`config.mk`:
```
export PLATFORM = sky130hd
export DESIGN_NAME = fp_addsub_unit
export DESIGN_NICKNAME = d
export VERILOG_FILES = /design/src/rtl/fp_addsub_unit.sv
export SDC_FILE = /design/constraint.sdc
export NUM_CORES = 1
export LEC_CHECK = 0
export ABC_AREA = 1
export CORE_MARGIN = 5
export CORE_UTILIZATION = 61
export DETAILED_ROUTE_END_ITERATION = 8
export PLACE_DENSITY = 0.81
export SKIP_CTS_REPAIR_TIMING = 1
export SLEW_MARGIN = 40
export SYNTH_ARGS = -nofsm -noshare
export SYNTH_HDL_FRONTEND = slang
export SYNTH_SLANG_ARGS = --single-unit
```
`constraint.sdc`:
```
create_clock -name clk -period 4 [get_ports clk]
set_input_delay 0.8 -clock clk [delete_from_list [all_inputs] [get_ports clk]]
set_output_delay 0.8 -clock clk [all_outputs]
set_load 0.1 [all_outputs]
```
`src/rtl/fp_addsub_unit.sv`:
```
// Multi-cycle parametrised floating-point adder/subtractor behind a start/done handshake (fixed 5-cycle latency).
// Rounding is truncation by default; define FP_ADDSUB_RNE_EN for round-to-nearest, ties-to-even.
module fp_addsub_unit #(
  parameter int EXP_W = 8,
  parameter int MAN_W = 23
) (
  input  logic                 clk,
  input  logic                 reset,
  input  logic                 start,
  input  logic                 op,
  input  logic [EXP_W+MAN_W:0] a1,
  input  logic [EXP_W+MAN_W:0] a2,
  output logic [EXP_W+MAN_W:0] result,
  output logic                 done,
  output logic                 busy,
  output logic [3:0]           flags
);

  localparam int FW     = 1 + EXP_W + MAN_W;
  localparam int SIG_W  = MAN_W + 1;          // significand with hidden bit
  localparam int EXT_W  = MAN_W + 4;          // significand plus guard/round/sticky
  localparam int SH_MAX = MAN_W + 3;
  localparam int LZ_W   = $clog2(EXT_W + 1);
  localparam int XE_W   = EXP_W + LZ_W + 2;   // signed working exponent, room for deep cancellation

  localparam logic [XE_W-1:0]        SH_MAX_X = XE_W'(SH_MAX);
  localparam logic signed [XE_W-1:0] EXP_SAT  = XE_W'((2 ** EXP_W) - 1);
  localparam logic [FW-1:0]          QNAN     = {1'b0, {EXP_W{1'b1}}, 1'b1, {(MAN_W-1){1'b0}}};

  typedef enum logic [2:0] {S_IDLE, S_UNPACK, S_ALIGN, S_ADD, S_NORM, S_ROUND, S_DONE} state_t;
  typedef enum logic [1:0] {K_NUM, K_NAN, K_INF} kind_t;

  function automatic logic [LZ_W-1:0] lzc(input logic [EXT_W-1:0] v);
    lzc = LZ_W'(EXT_W);
    for (int i = 0; i < EXT_W; i++)
      if (v[i]) lzc = LZ_W'(EXT_W - 1 - i);
  endfunction

  state_t                  state;
  logic [FW-1:0]           op_a, op_b;
  kind_t                   kind_q;
  logic                    spec_sign_q, sgn_l_q, sgn_s_q;
  logic [EXP_W-1:0]        exp_l_q, exp_s_q;
  logic [SIG_W-1:0]        sig_l_q, sig_s_q;
  logic [EXT_W-1:0]        ext_l_q, ext_s_q;
  logic [EXT_W:0]          sum_q;
  logic [EXT_W-1:0]        norm_q;
  logic                    zero_q;
  logic signed [XE_W-1:0]  exp_q;

  // ---------------- UNPACK: decode, flush denormals, order by magnitude
  logic [EXP_W-1:0] ea, eb;
  logic [MAN_W-1:0] fa, fb;
  logic             a_zero, b_zero, a_nan, b_nan, a_inf, b_inf, a_ge_b;
  logic [SIG_W-1:0] sig_a, sig_b;
  kind_t            kind_c;
  logic             spec_sign_c;

  // NOTE: every combinational output gets a default first so no path can infer a latch.
  always_comb begin
    ea          = op_a[FW-2:MAN_W];
    eb          = op_b[FW-2:MAN_W];
    fa          = op_a[MAN_W-1:0];
    fb          = op_b[MAN_W-1:0];
    a_zero      = (ea == '0);
    b_zero      = (eb == '0);
    a_nan       = (ea == '1) && (fa != '0);
    b_nan       = (eb == '1) && (fb != '0);
    a_inf       = (ea == '1) && (fa == '0);
    b_inf       = (eb == '1) && (fb == '0);
    sig_a       = a_zero ? '0 : {1'b1, fa};
    sig_b       = b_zero ? '0 : {1'b1, fb};
    a_ge_b      = {ea, sig_a} >= {eb, sig_b};
    kind_c      = K_NUM;
    spec_sign_c = 1'b0;
    if (a_nan || b_nan || (a_inf && b_inf && (op_a[FW-1] != op_b[FW-1]))) begin
      kind_c = K_NAN;
    end else if (a_inf || b_inf) begin
      kind_c      = K_INF;
      spec_sign_c = a_inf ? op_a[FW-1] : op_b[FW-1];
    end
  end

  // ---------------- ALIGN: shift smaller operand, shifted-out bits collapse into sticky
  logic [XE_W-1:0]  diff, shamt;
  logic [EXT_W-1:0] ext_s0, shifted, lost_mask, ext_s_c;

  always_comb begin
    diff      = XE_W'(exp_l_q) - XE_W'(exp_s_q);
    shamt     = (diff > SH_MAX_X) ? SH_MAX_X : diff;
    ext_s0    = {sig_s_q, 3'b000};
    shifted   = ext_s0 >> shamt;
    lost_mask = ~({EXT_W{1'b1}} << shamt);
    ext_s_c   = {shifted[EXT_W-1:1], shifted[0] | (|(ext_s0 & lost_mask))};
  end

  // ---------------- ADD: magnitudes are ordered, so subtraction never goes negative
  logic [EXT_W:0] sum_c;

  always_comb begin
    if (sgn_l_q != sgn_s_q) sum_c = {1'b0, ext_l_q} - {1'b0, ext_s_q};
    else                    sum_c = {1'b0, ext_l_q} + {1'b0, ext_s_q};
  end

  // ---------------- NORM: one-step right shift on carry, otherwise full left normalise
  logic [LZ_W-1:0]        lz;
  logic [EXT_W-1:0]       norm_c;
  logic signed [XE_W-1:0] exp_n_c;

  always_comb begin
    lz = lzc(sum_q[EXT_W-1:0]);
    if (sum_q[EXT_W]) begin
      norm_c  = {sum_q[EXT_W:2], sum_q[1] | sum_q[0]};
      exp_n_c = exp_q + XE_W'(1);
    end else begin
      norm_c  = sum_q[EXT_W-1:0] << lz;
      exp_n_c = exp_q - XE_W'(lz);
    end
  end

  // ---------------- ROUND and pack, specials resolved by priority
  logic [SIG_W-1:0]       mant;
  logic                   grd, rnd, stk, rnd_up, inexact;
  logic [SIG_W:0]         mant_r;
  logic [MAN_W-1:0]       frac_r;
  logic signed [XE_W-1:0] exp_r;
  logic [FW-1:0]          result_c;
  logic [3:0]             flags_c;

  always_comb begin
    mant    = norm_q[EXT_W-1:3];
    grd     = norm_q[2];
    rnd     = norm_q[1];
    stk     = norm_q[0];
    inexact = grd | rnd | stk;
`ifdef FP_ADDSUB_RNE_EN
    rnd_up  = grd & (rnd | stk | mant[0]);
`else
    rnd_up  = 1'b0;
`endif
    mant_r   = {1'b0, mant} + (SIG_W+1)'(rnd_up);
    frac_r   = mant_r[SIG_W] ? mant_r[MAN_W:1] : mant_r[MAN_W-1:0];
    exp_r    = exp_q + XE_W'(mant_r[SIG_W]);
    result_c = {sgn_l_q, exp_r[EXP_W-1:0], frac_r};
    flags_c  = {3'b000, inexact};
    if (kind_q == K_NAN) begin
      result_c = QNAN;
      flags_c  = 4'b1000;
    end else if (kind_q == K_INF) begin
      result_c = {spec_sign_q, {EXP_W{1'b1}}, {MAN_W{1'b0}}};
      flags_c  = 4'b0000;
    end else if (zero_q) begin
      // Cancellation yields +0; only two negative zeros keep the sign.
      result_c = {sgn_l_q & sgn_s_q, {(FW-1){1'b0}}};
      flags_c  = 4'b0000;
    end else if (!exp_r[XE_W-1] && (exp_r >= EXP_SAT)) begin
      result_c = {sgn_l_q, {EXP_W{1'b1}}, {MAN_W{1'b0}}};
      flags_c  = 4'b0101;
    end else if (exp_r[XE_W-1] || (exp_r == '0)) begin
      result_c = {sgn_l_q, {(FW-1){1'b0}}};
      flags_c  = 4'b0011;
    end
  end

  // ---------------- Sequencer and stage registers
  // NOTE: sequential state uses non-blocking assignments so every stage reads pre-edge values.
  always_ff @(posedge clk or negedge reset) begin
    if (!reset) begin
      state       <= S_IDLE;
      result      <= '0;
      done        <= 1'b0;
      busy        <= 1'b0;
      flags       <= '0;
      op_a        <= '0;
      op_b        <= '0;
      kind_q      <= K_NUM;
      spec_sign_q <= 1'b0;
      sgn_l_q     <= 1'b0;
      sgn_s_q     <= 1'b0;
      exp_l_q     <= '0;
      exp_s_q     <= '0;
      sig_l_q     <= '0;
      sig_s_q     <= '0;
      ext_l_q     <= '0;
      ext_s_q     <= '0;
      sum_q       <= '0;
      norm_q      <= '0;
      zero_q      <= 1'b0;
      exp_q       <= '0;
    end else begin
      case (state)
        S_IDLE, S_DONE: begin
          if (start) begin
            op_a  <= a1;
            op_b  <= {a2[FW-1] ^ op, a2[FW-2:0]};
            done  <= 1'b0;
            busy  <= 1'b1;
            state <= S_UNPACK;
          end
        end
        S_UNPACK: begin
          kind_q      <= kind_c;
          spec_sign_q <= spec_sign_c;
          if (a_ge_b) begin
            sgn_l_q <= op_a[FW-1]; exp_l_q <= ea; sig_l_q <= sig_a;
            sgn_s_q <= op_b[FW-1]; exp_s_q <= eb; sig_s_q <= sig_b;
          end else begin
            sgn_l_q <= op_b[FW-1]; exp_l_q <= eb; sig_l_q <= sig_b;
            sgn_s_q <= op_a[FW-1]; exp_s_q <= ea; sig_s_q <= sig_a;
          end
          state <= S_ALIGN;
        end
        S_ALIGN: begin
          ext_l_q <= {sig_l_q, 3'b000};
          ext_s_q <= ext_s_c;
          state   <= S_ADD;
        end
        S_ADD: begin
          sum_q <= sum_c;
          exp_q <= XE_W'(exp_l_q);
          state <= S_NORM;
        end
        S_NORM: begin
          norm_q <= norm_c;
          exp_q  <= exp_n_c;
          zero_q <= (sum_q == '0);
          state  <= S_ROUND;
        end
        S_ROUND: begin
          result <= result_c;
          flags  <= flags_c;
          done   <= 1'b1;
          busy   <= 1'b0;
          state  <= S_DONE;
        end
        default: state <= S_IDLE;
      endcase
    end
  end

endmodule

```
* Word level (Yosys, flattened, before mapping)
Cells that the tools add are included.
Cells by class: add/subtract/negate cells 5, $lt $le $gt $ge 3, equal/unequal tests 13, shift-type cells 3, muxes and demuxes 61, bitwise gates (word level) 8, reduce and logical (&&, ||, !) cells 27
Operators by type and width (number):
- 2-to-1 mux 5 bit | 26
- 2-to-1 mux 24 bit | 4
- 2-to-1 mux 32 bit | 3
- 2-to-1 mux 31 bit | 2
- zero test 23 bit | 2
- nonzero test 23 bit | 2
- greater-or-equal comparator 32 bit | 1
- 2-to-1 mux 15 bit | 2
- case mux 15 bit (2 select lines) | 1
- adder 27 x 27 -> 28 bit | 1
- zero test 28 bit | 1
- 2-to-1 mux 28 bit | 1
- subtractor 27 x 27 -> 28 bit | 1
- AND 27 bit | 1
- inverter 27 bit | 1
- OR reduction 27 bit | 1
- << shifter 27 x 15 -> 27 bit (first input constant) | 1
- << shifter 27 x 5 -> 26 bit | 1
- >> shifter 27 x 15 -> 27 bit | 1
- 2-to-1 mux 26 bit | 1
- case mux 3 bit (6 select lines) | 1
- == test 8 bit (second input constant) | 2
- zero test 8 bit | 2
- 2-to-1 mux 8 bit | 2
- 28 further kinds | 59
Storage, ports and cells: register bits 295, logic and storage cells 141

* Depth between registers and ports, before layout
depth after elaboration 30, gate-level depth with buffers 41

* Worst setup path after synthesis
OpenSTA, ideal clock, no wires.
path type register to register, start register sum_q[1], end register exp_q[8], arrival 3.554 ns, required time 3.937 ns, slack 0.383 ns, stages on the path, launching flop included 38, path buffers 2, cell sequence dfrtp_1 inv_1 nand2_1 nand2_1 nand2_1 nand2_1 nand2_1 nand2_1 nand2_1 nand2_1 nand2_1 nand2_1 nand2_1 nand2_1 nand2_1 nand2_1 nand2_1 nand2_1 [... 2 more ...] nand2_1 nand2_1 nand2_1 nand2_2 nand2_2 buf_6 buf_6 ha_1 fa_1 o31ai_1 nand2_1 nand2_1 inv_1 nand2_1 nor3_1 o21ai_0 mux2_2 inv_1
On the way: cells in the longest elaborated chain, start to end 29
Ends and longest elaborated chain:
- start, declared | line 46 | logic [EXT_W:0] sum_q;
- start signal, assigned | line 219 | sum_q <= sum_c;
- 2-to-1 mux 5 bit (26 in a row) | line 36 | if (v[i]) lzc = LZ_W'(EXT_W - 1 - i);
- subtractor 15 x 5 -> 15 bit | line 117 | exp_n_c = exp_q - XE_W'(lz);
- 2-to-1 mux 15 bit | line 112 | if (sum_q[EXT_W]) begin
- case mux 15 bit (2 select lines) | line 191 | case (state)
- end signal, assigned | line 220 | exp_q <= XE_W'(exp_l_q);
- end signal, assigned | line 225 | exp_q <= exp_n_c;
- end, declared | line 49 | logic signed [XE_W-1:0] exp_q;
Every way passes these cells. A chain may end at the register's enable or synchronous reset.

* Final worst setup path
start register op_a[28], end register sig_l_q[20]
On the way: cells in the longest elaborated chain, start to end 4
Ends and longest elaborated chain:
- start, declared | line 40 | logic [FW-1:0] op_a, op_b;
- start signal, assigned | line 174 | op_a <= '0;
- start signal, assigned | line 194 | op_a <= a1;
- zero test 8 bit | line 65 | a_zero = (ea == '0);
- 2-to-1 mux 24 bit | line 71 | sig_a = a_zero ? '0 : {1'b1, fa};
- greater-or-equal comparator 32 bit | line 73 | a_ge_b = {ea, sig_a} >= {eb, sig_b};
- 2-to-1 mux 24 bit (*) | line 204 | if (a_ge_b) begin
- end signal, assigned | line 182 | sig_l_q <= '0;
- end signal, assigned | line 205 | sgn_l_q <= op_a[FW-1]; exp_l_q <= ea; sig_l_q <= sig_a;
- end signal, assigned | line 208 | sgn_l_q <= op_b[FW-1]; exp_l_q <= eb; sig_l_q <= sig_b;
- end, declared | line 44 | logic [SIG_W-1:0] sig_l_q, sig_s_q;
Mark *: on every way between the ends. The rest lies on a longest branch, timed or not.

==> results.json <==
{
  "syn_nets": 2763,
  "endpoint_kind": "flop",
  "rsz0062_at_grt": "false",
  "antenna_found_initial": 0,
  "critPathMostFrequentCell": "nand2_1",
  "synth_seq_cells": 295,
  "synthSimpleGateAreaFrac_pct": 21.8,
  "synthAdderAreaFrac_pct": 6.71,
  "grtUsageMet2_pct": 51.8,
  "nets": 2841,
  "synth_cell_types": 58,
  "syn_area_sq_um": 19000,
  "gr-usage-met3_pct": 3.76,
  "start_util_pct": 61.9,
  "final_cells": 3090,
  "io_pins": 106,
  "top_usage_layer": "met2",
  "routedWlPerCell_um": 18.7,
  "dp_hpwl_mm": 44.0,
  "syn_inst": 2595,
  "crit_chain": "nor4_1 -> nand2_1 -> inv_1 -> buf_4 -> nor2_1 -> ha_1 -> nand2_1 -> nor3_2 -> nand2_1 -> o311ai_0 -> nand2_1 -> o2111ai_1 -> nand2_1 -> nand3_2 -> buf_12 -> o21ai_0 -> a21oi_1 -> buf_4 -> a21oi_1",
  "gr-total-overflow": 0,
  "status": "finished, final reports clean",
  "vias": 18579,
  "yosys.area.top_type_share_pct": 38.9,
  "routed_wl_mm": 57.9,
  "grt_util_met1_pct": 45.4,
  "timing_worst_slew_pin_value_ns": 0.741,
  "final_antenna_net_count": 0,
  "slew_viol_final": 0,
  "setup_tns_ns": 0,
  "hp-class": "input pin to asynchronous set/reset pin",
  "ctsHtreeMaxLevel": 2,
  "cp.arrival_ns": 4.07,
  "critPathSlowestCell": "dfrtp_1",
  "cts_made_buffers": 34,
  "num-fill-cells": 2508,
  "regArea_sq_um": 7380,
  "cts_tree": "done",
  "max_clock_freq_mhz": 270,
  "yosysMostFrequentCell": "nand2_1",
  "critPathLaunchType": "flop",
  "die_h_um": 186,
  "synth.avg_cell_area_sq_um": 7.32,
  "die-area_sq_um": 34800,
  "grt_max_degree": 93,
  "synth_edf_count": 0,
  "chipWidth_um": 186,
  "multi_input_area_sq_um": 9890,
  "synth_top_area_cell": "dfrtp_1",
  "worstPathRequired_ns": 4.36,
  "final_cell_area_sq_um": 21600,
  "seq_area_frac_synth_pct": 38.9,
  "drive_above_1_share_pct": 7.65,
  "synth_commonest_cells": "585 x nand2_1, 319 x inv_1, 295 x dfrtp_1",
  "grt_pass1_wl_mm": 94.1,
  "clk_latency_ns": 0.52,
  "place_congestion": 0.952,
  "setup_viol": 0,
  "period_share_pct": 92.7,
  "grt_usage_pct": 32.4,
  "synthXorXnorAreaFrac_pct": 1.38,
  "synth_compound_area_share_pct": 21.1,
  "clk_pin_slew_ns": 0.06,
  "first_pass_iters": 9,
  "ys_warn_count": 0,
  "async_reset_ff_share_pct": 100,
  "clock_path_buffers": 3,
  "drv_cap": 0,
  "root_buffer": "clkbuf_16",
  "finClkSkew_ns": 0.0149,
  "synth_area_leaders": "dfrtp_1 39%, nand2_1 12%, o21ai_0 7.3%",
  "synthMuxAreaShare_pct": 0.692,
  "area_growth_syn_to_layout_pct": 13.9,
  "drt_iter0_drc": 1756,
  "rows": 64,
  "path_max_fanout": 49,
  "cpPeakStageDelay_ns": 0.44,
  "place_area_sq_um": 20400,
  "ff2ff_setup_slack_ns": 0.29,
  "placedCellCount": 3031,
  "synth-main-ff-cell": "dfrtp_1",
  "final_hold_viol_count": 0,
  "vias_per_cell": 6.01,
  "final.min_clock_period_ns": 3.71,
  "cts_sinks": 295,
  "synth_top_family_by_area": "simple AND/OR/NAND/NOR gates",
  "grt_pass1_vias": 17771,
  "core_area_sq_um": 30700,
  "worstSetupPathType": "flop to flop",
  "diodes": 0,
  "route.detailed.drc": 0,
  "relSlewSlack_pct": 50.1,
  "portBuffers": 105
}
cell type report:
class	instances	area share (%)
clock buffers	45	4.61
inverters	330	5.74
well taps	396	2.29
clock inverters	12	0.798
multi-input cells	1840	45.7
flip-flops and latches	295	34.1
repair buffers	172	6.69
layer usage:
metal	vias to the layer above	share of wire (%)
met1	8699	43
met4	0	4.5
met5	-	0
met2	858	46
li1	8856	-
met3	166	6.9
registers in the layout (all words and copies together), names as in the netlist, 2 cells and up:
| register | cells |
|---|---|
| flags | 4 |
| ext_l_q | 24 |
| exp_q | 15 |
| sig_l_q | 24 |
| result | 32 |
| sum_q | 28 |
| norm_q | 26 |
| exp_s_q | 8 |
| op_a | 32 |
| op_b | 32 |
| sig_s_q | 24 |
| exp_l_q | 8 |
| kind_q | 2 |
| state | 3 |
| ext_s_q | 27 |
final timing paths:
check	startpoint	endpoint	cells after the start
hold / removal	reset	result[11]	1
setup / recovery	op_a[28]	sig_l_q[20]	19
hold reg to reg	done	done	2
max in group asynchronous	reset	sig_l_q[8]	3
min in group clk	done	done	2
setup reg to reg	op_a[28]	sig_l_q[20]	19
per-stage QoR:
stage | setup WS [ns] | hold slack, ns | utilization (%)
2_1_floorplan | 0.383 | 0.449 | -
3_3_place_gp | 0.275 | 0.455 | 67.1
3_5_place_dp | 0.174 | 0.461 | 66.5
4_1_cts | 0.142 | 0.344 | 70.3
5_1_grt | 0.0241 | 0.371 | 70.5
6_report | 0.293 | 0.314 | 70.5
layout by cell type, fill, tap and decap left out, types with 5 or more instances in the layout:
cell	synthesis	final
a21boi_0	6	6
a21oi_1	230	229
a22oi_1	27	27
a31oi_1	5	5
a32o_1	21	21
buf_12	0	6
buf_2	11	38
buf_4	0	60
clkbuf_16	0	37
clkdlybuf4s50_1	0	66
clkinv_2	0	6
dfrtp_1	295	295
ha_1	97	97
inv_1	319	316
inv_2	7	8
mux2i_1	12	12
nand2_1	585	585
nand3_1	172	170
nand4_1	32	32
nor2_1	144	141
nor2_2	3	6
nor3_1	22	19
nor4_1	17	17
o211ai_1	18	18
o21a_1	8	8
o21ai_0	278	276
o21ai_1	41	42
o21ai_2	6	7
o221ai_1	10	10
o22ai_1	22	22
xor2_1	27	27
cell families (layout without fill, tap and decap cells):
group,count (synthesis),in the layout
buffers and inverters,460,559
muxes,13,13
xor gates and xnor gates,30,30
AOI/OAI and AO/OA,707,707
adders and majority gates,100,100
and+or+nand+nor,990,990
DFF,295,295
worst max-delay path: cells and delay by family (launching register included):
kind	cells	cell delay, ns
AOI/OAI and AO/OA	5	0.58
adders and majority gates	1	0.31
buffers and inverters	4	0.79
DFF	1	0.44
and+or+nand+nor	9	1.42
Power is left out: the tool's default activity adds up to more than one toggle a clock period on the data nets, which glitch-free logic cannot reach.
